**src/rtl/lc3b_mem_arbiter_if.sv**
```systemverilog
// lc3b_mem_arbiter_if: core I/D ports and physical memory port bundle.
// slave = arbiter view, master = core/memory environment view.
interface lc3b_mem_arbiter_if;
    logic        i_read;
    logic        i_write;
    logic [15:0] i_address;
    logic [15:0] i_wdata;
    logic        i_resp;
    logic [15:0] i_rdata;

    logic        d_read;
    logic        d_write;
    logic [15:0] d_address;
    logic [15:0] d_wdata;
    logic [1:0]  d_byte_enable;
    logic        d_resp;
    logic [15:0] d_rdata;

    logic        pmem_read;
    logic        pmem_write;
    logic [15:0] pmem_address;
    logic [15:0] pmem_wdata;
    logic [1:0]  pmem_byte_enable;
    logic        pmem_resp;
    logic [15:0] pmem_rdata;

    modport slave (
        input  i_read, i_write, i_address, i_wdata,
        output i_resp, i_rdata,
        input  d_read, d_write, d_address, d_wdata, d_byte_enable,
        output d_resp, d_rdata,
        output pmem_read, pmem_write, pmem_address,
        output pmem_wdata, pmem_byte_enable,
        input  pmem_resp, pmem_rdata
    );

    modport master (
        output i_read, i_write, i_address, i_wdata,
        input  i_resp, i_rdata,
        output d_read, d_write, d_address, d_wdata, d_byte_enable,
        input  d_resp, d_rdata,
        input  pmem_read, pmem_write, pmem_address,
        input  pmem_wdata, pmem_byte_enable,
        output pmem_resp, pmem_rdata
    );
endinterface

```
**src/rtl/lc3b_mem_arbiter.sv**
```systemverilog
// lc3b_mem_arbiter: serialises LC-3b I and D ports onto one memory port.
// Optional perf counters enabled by defining LC3B_MEM_ARB_PERF_EN.
module lc3b_mem_arbiter (
    input  logic               clk,
    input  logic               reset,
    lc3b_mem_arbiter_if.slave  bus,
    output logic [15:0]        perf_i_count,
    output logic [15:0]        perf_d_count,
    output logic [15:0]        perf_busy_cycles
);

    typedef enum logic [2:0] {
        ST_IDLE,
        ST_SERVE_D,
        ST_TURN,
        ST_SERVE_I,
        ST_RESP
    } state_e;

    state_e      state_q, state_d;
    logic        pend_d_q, pend_d_d;
    logic        pend_i_q, pend_i_d;

    logic        d_rd_q, d_rd_d;
    logic        d_wr_q, d_wr_d;
    logic [15:0] d_addr_q, d_addr_d;
    logic [15:0] d_wdata_q, d_wdata_d;
    logic [1:0]  d_be_q, d_be_d;

    logic        i_rd_q, i_rd_d;
    logic        i_wr_q, i_wr_d;
    logic [15:0] i_addr_q, i_addr_d;
    logic [15:0] i_wdata_q, i_wdata_d;

    logic [15:0] d_buf_q, d_buf_d;
    logic [15:0] i_buf_q, i_buf_d;

    logic        d_req;
    logic        i_req;

    assign d_req = bus.d_read | bus.d_write;
    assign i_req = bus.i_read | bus.i_write;

    // State, latched request fields and read buffers.
    always_ff @(posedge clk) begin
        if (reset) begin
            state_q   <= ST_IDLE;
            pend_d_q  <= 1'b0;
            pend_i_q  <= 1'b0;
            d_rd_q    <= 1'b0;
            d_wr_q    <= 1'b0;
            d_addr_q  <= '0;
            d_wdata_q <= '0;
            d_be_q    <= '0;
            i_rd_q    <= 1'b0;
            i_wr_q    <= 1'b0;
            i_addr_q  <= '0;
            i_wdata_q <= '0;
            d_buf_q   <= '0;
            i_buf_q   <= '0;
        end else begin
            state_q   <= state_d;
            pend_d_q  <= pend_d_d;
            pend_i_q  <= pend_i_d;
            d_rd_q    <= d_rd_d;
            d_wr_q    <= d_wr_d;
            d_addr_q  <= d_addr_d;
            d_wdata_q <= d_wdata_d;
            d_be_q    <= d_be_d;
            i_rd_q    <= i_rd_d;
            i_wr_q    <= i_wr_d;
            i_addr_q  <= i_addr_d;
            i_wdata_q <= i_wdata_d;
            d_buf_q   <= d_buf_d;
            i_buf_q   <= i_buf_d;
        end
    end

    // Next state: latch requests in IDLE, D before I, joint response.
    always_comb begin
        state_d   = state_q;
        pend_d_d  = pend_d_q;
        pend_i_d  = pend_i_q;
        d_rd_d    = d_rd_q;
        d_wr_d    = d_wr_q;
        d_addr_d  = d_addr_q;
        d_wdata_d = d_wdata_q;
        d_be_d    = d_be_q;
        i_rd_d    = i_rd_q;
        i_wr_d    = i_wr_q;
        i_addr_d  = i_addr_q;
        i_wdata_d = i_wdata_q;
        d_buf_d   = d_buf_q;
        i_buf_d   = i_buf_q;

        unique case (state_q)
            ST_IDLE: begin
                pend_d_d = d_req;
                pend_i_d = i_req;
                if (d_req) begin
                    d_rd_d    = bus.d_read;
                    d_wr_d    = bus.d_write;
                    d_addr_d  = bus.d_address;
                    d_wdata_d = bus.d_wdata;
                    d_be_d    = bus.d_byte_enable;
                end
                if (i_req) begin
                    i_rd_d    = bus.i_read;
                    i_wr_d    = bus.i_write;
                    i_addr_d  = bus.i_address;
                    i_wdata_d = bus.i_wdata;
                end
                if (d_req) begin
                    state_d = ST_SERVE_D;
                end else if (i_req) begin
                    state_d = ST_SERVE_I;
                end
            end
            ST_SERVE_D: begin
                if (bus.pmem_resp) begin
                    // A combined read+write is a write; buffer keeps old data.
                    if (d_rd_q && !d_wr_q) begin
                        d_buf_d = bus.pmem_rdata;
                    end
                    state_d = pend_i_q ? ST_TURN : ST_RESP;
                end
            end
            ST_TURN: begin
                state_d = ST_SERVE_I;
            end
            ST_SERVE_I: begin
                if (bus.pmem_resp) begin
                    if (i_rd_q && !i_wr_q) begin
                        i_buf_d = bus.pmem_rdata;
                    end
                    state_d = ST_RESP;
                end
            end
            ST_RESP: begin
                pend_d_d = 1'b0;
                pend_i_d = 1'b0;
                state_d  = ST_IDLE;
            end
            default: begin
                state_d = ST_IDLE;
            end
        endcase
    end

    // Memory-side drive and response pulses, decoded from registered state.
    always_comb begin
        bus.pmem_read        = 1'b0;
        bus.pmem_write       = 1'b0;
        bus.pmem_address     = '0;
        bus.pmem_wdata       = '0;
        bus.pmem_byte_enable = '0;
        bus.d_resp           = 1'b0;
        bus.i_resp           = 1'b0;

        unique case (state_q)
            ST_SERVE_D: begin
                bus.pmem_read        = d_rd_q & ~d_wr_q;
                bus.pmem_write       = d_wr_q;
                bus.pmem_address     = d_addr_q;
                bus.pmem_wdata       = d_wdata_q;
                bus.pmem_byte_enable = d_be_q;
            end
            ST_SERVE_I: begin
                bus.pmem_read        = i_rd_q & ~i_wr_q;
                bus.pmem_write       = i_wr_q;
                bus.pmem_address     = i_addr_q;
                bus.pmem_wdata       = i_wdata_q;
                bus.pmem_byte_enable = 2'b11;
            end
            ST_RESP: begin
                bus.d_resp = pend_d_q;
                bus.i_resp = pend_i_q;
            end
            default: begin
            end
        endcase
    end

    assign bus.d_rdata = d_buf_q;
    assign bus.i_rdata = i_buf_q;

`ifdef LC3B_MEM_ARB_PERF_EN
    logic [15:0] perf_i_q;
    logic [15:0] perf_d_q;
    logic [15:0] perf_busy_q;

    // Completed accesses per port and non-idle cycles, wrapping.
    always_ff @(posedge clk) begin
        if (reset) begin
            perf_i_q    <= '0;
            perf_d_q    <= '0;
            perf_busy_q <= '0;
        end else begin
            if (state_q == ST_SERVE_D && bus.pmem_resp) begin
                perf_d_q <= perf_d_q + 16'd1;
            end
            if (state_q == ST_SERVE_I && bus.pmem_resp) begin
                perf_i_q <= perf_i_q + 16'd1;
            end
            if (state_q != ST_IDLE) begin
                perf_busy_q <= perf_busy_q + 16'd1;
            end
        end
    end

    assign perf_i_count     = perf_i_q;
    assign perf_d_count     = perf_d_q;
    assign perf_busy_cycles = perf_busy_q;
`else
    assign perf_i_count     = 16'h0000;
    assign perf_d_count     = 16'h0000;
    assign perf_busy_cycles = 16'h0000;
`endif

endmodule

```
**src/flat_wrapper.sv**
```systemverilog
// flat-port wrapper written by rule: the top's interface ports become plain ports
module lc3b_mem_arbiter_flat 
  (clk, reset, perf_i_count, perf_d_count, perf_busy_cycles, bus_i_read, bus_i_write, bus_i_address, bus_i_wdata, bus_i_resp, bus_i_rdata, bus_d_read, bus_d_write, bus_d_address, bus_d_wdata, bus_d_byte_enable, bus_d_resp, bus_d_rdata, bus_pmem_read, bus_pmem_write, bus_pmem_address, bus_pmem_wdata, bus_pmem_byte_enable, bus_pmem_resp, bus_pmem_rdata);
  lc3b_mem_arbiter_if bus_i ();
  input  logic clk;
  input  logic reset;
  output logic [15:0] perf_i_count;
  output logic [15:0] perf_d_count;
  output logic [15:0] perf_busy_cycles;
  input wire logic [$bits(bus_i.i_read)-1:0] bus_i_read;
  input wire logic [$bits(bus_i.i_write)-1:0] bus_i_write;
  input wire logic [$bits(bus_i.i_address)-1:0] bus_i_address;
  input wire logic [$bits(bus_i.i_wdata)-1:0] bus_i_wdata;
  output wire logic [$bits(bus_i.i_resp)-1:0] bus_i_resp;
  output wire logic [$bits(bus_i.i_rdata)-1:0] bus_i_rdata;
  input wire logic [$bits(bus_i.d_read)-1:0] bus_d_read;
  input wire logic [$bits(bus_i.d_write)-1:0] bus_d_write;
  input wire logic [$bits(bus_i.d_address)-1:0] bus_d_address;
  input wire logic [$bits(bus_i.d_wdata)-1:0] bus_d_wdata;
  input wire logic [$bits(bus_i.d_byte_enable)-1:0] bus_d_byte_enable;
  output wire logic [$bits(bus_i.d_resp)-1:0] bus_d_resp;
  output wire logic [$bits(bus_i.d_rdata)-1:0] bus_d_rdata;
  output wire logic [$bits(bus_i.pmem_read)-1:0] bus_pmem_read;
  output wire logic [$bits(bus_i.pmem_write)-1:0] bus_pmem_write;
  output wire logic [$bits(bus_i.pmem_address)-1:0] bus_pmem_address;
  output wire logic [$bits(bus_i.pmem_wdata)-1:0] bus_pmem_wdata;
  output wire logic [$bits(bus_i.pmem_byte_enable)-1:0] bus_pmem_byte_enable;
  input wire logic [$bits(bus_i.pmem_resp)-1:0] bus_pmem_resp;
  input wire logic [$bits(bus_i.pmem_rdata)-1:0] bus_pmem_rdata;
  assign bus_i.i_read = bus_i_read;
  assign bus_i.i_write = bus_i_write;
  assign bus_i.i_address = bus_i_address;
  assign bus_i.i_wdata = bus_i_wdata;
  assign bus_i_resp = bus_i.i_resp;
  assign bus_i_rdata = bus_i.i_rdata;
  assign bus_i.d_read = bus_d_read;
  assign bus_i.d_write = bus_d_write;
  assign bus_i.d_address = bus_d_address;
  assign bus_i.d_wdata = bus_d_wdata;
  assign bus_i.d_byte_enable = bus_d_byte_enable;
  assign bus_d_resp = bus_i.d_resp;
  assign bus_d_rdata = bus_i.d_rdata;
  assign bus_pmem_read = bus_i.pmem_read;
  assign bus_pmem_write = bus_i.pmem_write;
  assign bus_pmem_address = bus_i.pmem_address;
  assign bus_pmem_wdata = bus_i.pmem_wdata;
  assign bus_pmem_byte_enable = bus_i.pmem_byte_enable;
  assign bus_i.pmem_resp = bus_pmem_resp;
  assign bus_i.pmem_rdata = bus_pmem_rdata;
  lc3b_mem_arbiter u_core (.clk(clk), .reset(reset), .bus(bus_i), .perf_i_count(perf_i_count), .perf_d_count(perf_d_count), .perf_busy_cycles(perf_busy_cycles));
endmodule
```
**config.mk**
```make
export PLATFORM = sky130hd
export DESIGN_NAME = lc3b_mem_arbiter_flat
export DESIGN_NICKNAME = d
export VERILOG_FILES = /design/src/rtl/lc3b_mem_arbiter_if.sv /design/src/rtl/lc3b_mem_arbiter.sv /design/src/flat_wrapper.sv
export SDC_FILE = /design/constraint.sdc
export NUM_CORES = 1
export LEC_CHECK = 0
export BUFFER_PORTS_ARGS = -buffer_cell sky130_fd_sc_hd__buf_2
export CAP_MARGIN = 20
export CORE_UTILIZATION = 44
export DETAILED_ROUTE_END_ITERATION = 16
export PLACE_DENSITY = 0.77
export SLEW_MARGIN = 20
export SYNTH_ARGS = -nofsm -noshare
export SYNTH_HDL_FRONTEND = slang
export SYNTH_SLANG_ARGS = --single-unit
```
**constraint.sdc**
```tcl
create_clock -name clk -period 1.5 [get_ports clk]
set_input_delay 0.3 -clock clk [delete_from_list [all_inputs] [get_ports clk]]
set_output_delay 0.3 -clock clk [all_outputs]
set_load 0.01 [all_outputs]
```
# Yosys cells after proc, flatten, opt, wreduce, memory -nomap -nowiden
# Cells that the tools add are included.
# word_totals
ram_bits	0
in_bits	89
memories	0
out_inout_bits	118
latchBits	0
rom_bits	0
register_bits	107
# classes
shifts	0
n_lt_le_gt_ge	0
n_addsub	0
n_mul	0
n_eq_ne	7
n_div	0
bitwise	6
n_reduce_logical	11
n_mux	15
# ops
cell	n
$pmux 16 s2	2
$mux 3	5
$pmux 3 s4	1
$reduce_and 3->1	3
$pmux 1 s2	4
$eq 3x2->1 const B	2
$ne 2x2->1 const B	2
$pmux 2 s2	1
$reduce_and 2->1	2
$eq 3x1->1 const B	1
$eq 3x3->1 const B	1
$logic_not 3->1	1
$ne 3x1->1 const B	1
$and 1x1->1	2
$logic_and 1x1->1	2
$logic_not 1->1	2
$mux 1	2
$not 1->1	2
$or 1x1->1	2
$reduce_bool 2->1	1

# Longest topological paths before layout
# Gate-level depths: netlist of the first run.
# logic_depth
ltp_word	4
ltp_mapped	6
ltp_nobuf	3

# Worst setup path before layout of the first run
# Ideal clock, no wire load.
# synth_path
path_type	reg-to-output
start	register u_core.state_q[1]
end	output bus_pmem_read
path_stages_with_launch	6
arrival_time_ns	1.330
slack_ns	-0.130
cell_sequence	dfxtp_1 > buf_2 > or3b_1 > clkbuf_1 > clkbuf_1 > a21oi_1
# synth_between
elab_chain_len	2
elab_cells_between_ends	3
# synth_rtl
item	line	rtl
start: declaration	lc3b_mem_arbiter.sv:20	state_e state_q, state_d;
start signal: assignment	lc3b_mem_arbiter.sv:62	state_q <= state_d;
$eq 3x2->1 or $eq 3x1->1 (tied branches)	lc3b_mem_arbiter.sv:160	unique case (state_q)
$pmux 1 s2 *	lc3b_mem_arbiter.sv:160	
end: declaration	flat_wrapper.sv:23	output wire logic [$bits(bus_i.pmem_read)-1:0] bus_pmem_read;
# Every way passes the cells marked *; elsewhere a longest branch is shown, timed or not.

# Worst setup path in the final report of the first run
# Ends and elaborated chain as after synthesis.

==> reports/qor.yml, run 1 <==
fmaxAchievable_mhz: 557.1
clk_latency_ns: 0.34
crit_type: "reg2out"
fin_ws_ns: -0.2952
leakage_nw: 2.794
floorplan.rows: 38
htree_levels: 3
netlist_area_mm2: 0.005025
hold_class: "in2reg"
stdcell_count: 928
clkTransAtPathRegs_ns: 0.08
dp.cells: 903
min_period_ns: 1.795
synth_top_area_share_pct: 42.63
ys_top_cells_by_area: "dfxtp_1 (43%), a21oi_1 (10%), o21ai_0 (10%), nand3_1 (9.8%), buf_4 (7.2%)"
synth_ff_type: "dfxtp_1"
irDropWorstVdd_uv: 571.6
place.port_buffers: 158
vias: 5126
die-area_mm2: 0.01185
clock_path_buffers: 2
drt_iter0_markers: 345
dr.pass1.iters: 5
grtUsageTotal_pct: 23.85
dp_hpwl_um: 9050
yosys-top-cells-count: "dfxtp_1 (107), a21oi_1 (105), o21ai_0 (104), nand3_1 (98), buf_4 (48)"
critPathRequiredTime_ns: 1.20
vias_per_cell: 5.524
synth-edff-count: 0
hold_violations: 0
fin_crit_sh_pct: 119.7
critPathMaxFanout: 3
crit_path_cell_trace: "buf_6 > or3b_4 > a21oi_2 > buf_2"
status: "finished, violations left"
failed_checks: "negative setup slack"
grt_overflow_total: 0
final-setup-viol-count: 118
slew_viol_final: 0
critical_path.slowest_cell: "or3b_4"
fin_nets: 871
fill_cells: 957
grt_pass1_vias: 4533
max_cap_viol_count: 0
crit_arrival_ns: 1.50
root_buffer: "clkbuf_16"
hold_ws_ns: 0.2013
seq_area_frac_synth_pct: 42.63
cts_tree: "yes"
coreArea_mm2: 0.01098
die_w_um: 108.9
clock-sinks: 107
crit_path_start_kind: "flip-flop"
synth_area_per_cell_um2: 7.951
cellPowerDensity_mw_per_mm2: 1056
grt_max_degree: 83
pin_count: 207
antenna_left: 0
fin_setup_tns_ns: -12.54
async_flop_share_pct: 0
drt_wl_total_um: 14770
numCtsBuffers: 9
clock_skew_ns: 0.004323
synth-seq-cells: 107
start_util_pct: 45.75
synth_warnings: 0
endpoint_kind: "output port"
syn_to_final_growth_pct: 36.98
synthCells: 632
synth.distinct_cells: 29
ctsHoldBuffers: 0
slowest_delay_ns: 0.41
drive_gt1_share_pct: 38.50
rsz0062_at_grt: "yes"
critPathBufInv: 2
synth_most_common_cell: "dfxtp_1"
antenna_found_initial: 2
synth_largest_area_cell: "dfxtp_1"
grt_pass1_wl_um: 22260
crit_family: "simple AND/OR/NAND/NOR gates"
drc: 0
wl_per_cell_um: 15.91
place.gp.congestion: 0.7814
die_h_um: 108.9
## metrics by stage
step	utilization, %	total power, mW	instance area (µm²)	setup slack, ns
2_1_floorplan	-	4.184	5304	-0.09763
3_3_place_gp	54.69	4.587	6007	-0.06969
3_5_place_dp	54.69	4.610	6007	-0.08534
4_1_cts	58.94	7.028	6474	-0.3084
5_1_grt	62.67	7.596	6883	-0.3440
6_report	62.67	7.271	6883	-0.2952
## cells by family (layout without fill, tap and decap cells)
logic type / after synthesis / in the layout / synth area share [%]
AND/OR/NAND/NOR: 162 / 162 / 15.89
AO/OA/AOI/OAI: 212 / 212 / 21.71
flip-flops: 107 / 107 / 42.63
buffers and inverters: 116 / 224 / 12.82
multiplexers: 34 / 34 / 6.872
other: 1 / 49 / 0.07463
## final cells by class
class	instances	area [µm²]	share of cell area [%]
Sequential cell	107	2145	31.16
Clock inverter	6	60.06	0.8726
Timing Repair Buffer	204	1429	20.76
Tap cell	140	175.2	2.545
Antenna cell	1	2.502	0.03636
Clock buffer	10	229.0	3.327
Multi-Input combinational cell	456	2828	41.08
Inverter	4	15.01	0.2181
## worst register-to-register path, cell delays in order (launching register included)
cell	delay, ns
dfxtp_2	0.35
or3_2	0.58
o32ai_4	0.30
mux2_4	0.32
## repair_timing
action                     CTS  global route
cloned                       2             1
gates resized for setup     43            80
pin swaps                    4             5
setup endpoints to repair  101           125
setup buffers                3             2
## registers in the layout (all words and copies together), names as in the netlist
register            count
u_core.bus.d_rdata     16
u_core.bus.i_rdata     16
u_core.d_addr_q        16
u_core.d_wdata_q       16
u_core.i_addr_q        16
u_core.i_wdata_q       16
u_core.state_q          3
u_core.d_be_q           2
u_core.d_rd_q           1
u_core.d_wr_q           1
u_core.i_rd_q           1
u_core.i_wr_q           1
u_core.pend_d_q         1
u_core.pend_i_q         1
## layout by cell type (no fill, tap or decap), drive strengths merged, types with 2 or more instances in the layout
cell type / instances
a21oi: 105
a221oi: 2
and3: 2
and3b: 2
buf: 203
clkbuf: 11
clkinv: 2
clkinvlp: 2
conb: 48
dfxtp: 107
inv: 6
mux2i: 33
nand2: 6
nand3: 98
nand3b: 2
nor2: 41
o21ai: 104
or2: 3
## final timing paths
check | start | to | slack, ns | cells after the start
setup / recovery | u_core.state_q[1] | bus_pmem_read | -0.30 | 4
hold / removal | bus_i_wdata[4] | u_core.i_wdata_q[4] | 0.20 | 3
setup reg to reg | u_core.state_q[1] | u_core.state_q[1] | -0.15 | 3
hold reg to reg | u_core.bus.d_rdata[7] | u_core.bus.d_rdata[7] | 0.47 | 2
## metal layers
layer	up-vias	GRT usage, %	wire [µm]
met4	2	6.757	127
met3	19	5.798	1310
met2	246	38.95	7274
met1	2425	31.14	6044
li1	2434	-	-
met5	-	0	12
## power breakdown
group	switching [mW]	internal (mW)
clock network	1.14	1.16
logic	1.01	0.793
registers	0.137	3.03
Power figures use the tool's default switching activity.
==> inputs of run 2 (changes only) <==
--- a/config.mk
+++ b/config.mk
@@ -10,6 +10,7 @@
 export CORE_UTILIZATION = 44
 export DETAILED_ROUTE_END_ITERATION = 16
 export PLACE_DENSITY = 0.77
+export RECOVER_POWER = 25
 export SLEW_MARGIN = 20
 export SYNTH_ARGS = -nofsm -noshare
 export SYNTH_HDL_FRONTEND = slang
==> reports/qor.yml, run 2 (same netlist as run 1, synthesis figures left out) <==
status: "finished, violations left"
failed_checks: "negative setup slack"
finalPower_mw: 7.276  # about the same
cts_tree: "yes"
crit_path_start_kind: "flip-flop"
grt_pass1_vias: 4533  # unchanged
syn_to_final_growth_pct: 36.70
drive_gt1_share_pct: 37.10  # -1.4 points
fin_crit_sh_pct: 119.7  # about the same
slew_viol_final: 0  # unchanged
antenna_found_initial: 2  # unchanged
clkTransAtPathRegs_ns: 0.08  # about the same
dp.cells: 903  # unchanged
pin_count: 207  # unchanged
hold_violations: 0  # unchanged
crit_arrival_ns: 1.49  # about the same
die-area_mm2: 0.01185  # unchanged
fin_nets: 871  # unchanged
crit_type: "reg2out"
die_h_um: 108.9  # unchanged
fin_ws_ns: -0.2949  # +0.0002910 ns
clock-sinks: 107  # unchanged
most-common-layout-cells: "buf_2 (138), dfxtp_1 (105), a21oi_1 (104)"
place.gp.congestion: 0.7814  # unchanged
fin_setup_tns_ns: -12.61  # -0.07200 ns
root_buffer: "clkbuf_16"
vias: 5112  # -0.27%
grt_overflow_total: 0  # unchanged
leakage_nw: 2.746  # -1.7%
grtUsageTotal_pct: 23.85  # unchanged
numCtsBuffers: 9  # unchanged
layout_commonest_cell: "buf_2"
dr.pass1.iters: 5  # unchanged
vias_per_cell: 5.509  # -0.27%
max_cap_viol_count: 0  # unchanged
grt_pass1_wl_um: 22260  # unchanged
htree_levels: 3  # unchanged
critPathMaxFanout: 3  # unchanged
floorplan.rows: 38  # unchanged
min_period_ns: 1.795  # -0.0002910 ns
dp_hpwl_um: 9050  # unchanged
die_w_um: 108.9  # unchanged
cellPowerDensity_mw_per_mm2: 1059  # +0.27%
start_util_pct: 45.75  # unchanged
coreArea_mm2: 0.01098  # unchanged
fmaxAchievable_mhz: 557.1  # about the same
clk_latency_ns: 0.34  # about the same
hold_class: "in2reg"
drc: 0  # unchanged
antenna_left: 0  # unchanged
rsz0062_at_grt: "yes"
drt_iter0_markers: 340  # -1.4%
place.port_buffers: 158  # unchanged
grt_max_degree: 83  # unchanged
irDropWorstVdd_uv: 571.5  # about the same
clock_skew_ns: 0.003668  # -0.0006552 ns
final-setup-viol-count: 118  # unchanged
endpoint_kind: "output port"
stdcell_count: 928  # unchanged
critPathRequiredTime_ns: 1.20  # about the same
wl_per_cell_um: 15.94  # +0.18%
drt_wl_total_um: 14800  # +0.18%
clock_path_buffers: 2  # unchanged
## run 2: final timing paths
path | startpoint | endpoint | slack, ns | cells past startpoint
setup / recovery | u_core.state_q[1] | bus_pmem_read | -0.29 | 4
hold / removal | bus_i_wdata[4] | u_core.i_wdata_q[4] | 0.20 | 3
setup reg to reg | u_core.state_q[1] | u_core.state_q[1] | -0.15 | 3
hold reg to reg | u_core.bus.d_rdata[7] | u_core.bus.d_rdata[7] | 0.47 | 2
## run 2: area by class of cell
cell class	instances	area, µm²
fillers	962	4114
multi-input cells	456	2828
flip-flops and latches	107	2145
repair buffers	204	1415
clock buffers	10	229.0
well taps	140	175.2
clock inverters	6	60.06
inverters	4	15.01
diodes	1	2.502
## run 2: power by group
group | internal (mW) | leakage (nW) | switching [mW]
combinational | 0.793 | 1.74 | 1.01
sequential | 3.03 | 0.875 | 0.136
clock | 1.16 | 0.134 | 1.14
total | 4.99 | 2.75 | 2.29
## run 2: stage by stage
stage	util [%]	hold WS, ns	setup WS [ns]	instance area, µm²
floorplan	-	0.4083	-0.09763	5304
detailed placement	54.69	0.4647	-0.08534	6007
CTS	58.94	0.1916	-0.3084	6474
global route	62.54	0.1875	-0.3440	6869
global placement	54.69	0.4586	-0.06969	6007
finish	62.54	0.2007	-0.2949	6869
## run 2: critical path, stage by stage (launching register included)
cell and delay (ns):
dfxtp_2 0.35, buf_6 0.12, or3b_4 0.41, a21oi_2 0.13, buf_2 0.15
## run 2: routing by layer
| metal | up-vias | track usage [%] | share of wire, % |
|---|---|---|---|
| li1 | 2434 | - | - |
| met2 | 243 | 38.95 | 49 |
| met1 | 2419 | 31.14 | 41 |
| met4 | 2 | 6.757 | 0.82 |
| met3 | 14 | 5.798 | 9.0 |
| met5 | - | 0 | 0.081 |
## run 2: repair_timing
action / CTS / global route
pin swaps: 4 / 5
gates cloned: 2 / 1
hold buffers: 0 / 0
endpoints found under the setup margin: 101 / 125
resized for setup: 43 / 80
setup buffers: 3 / 2
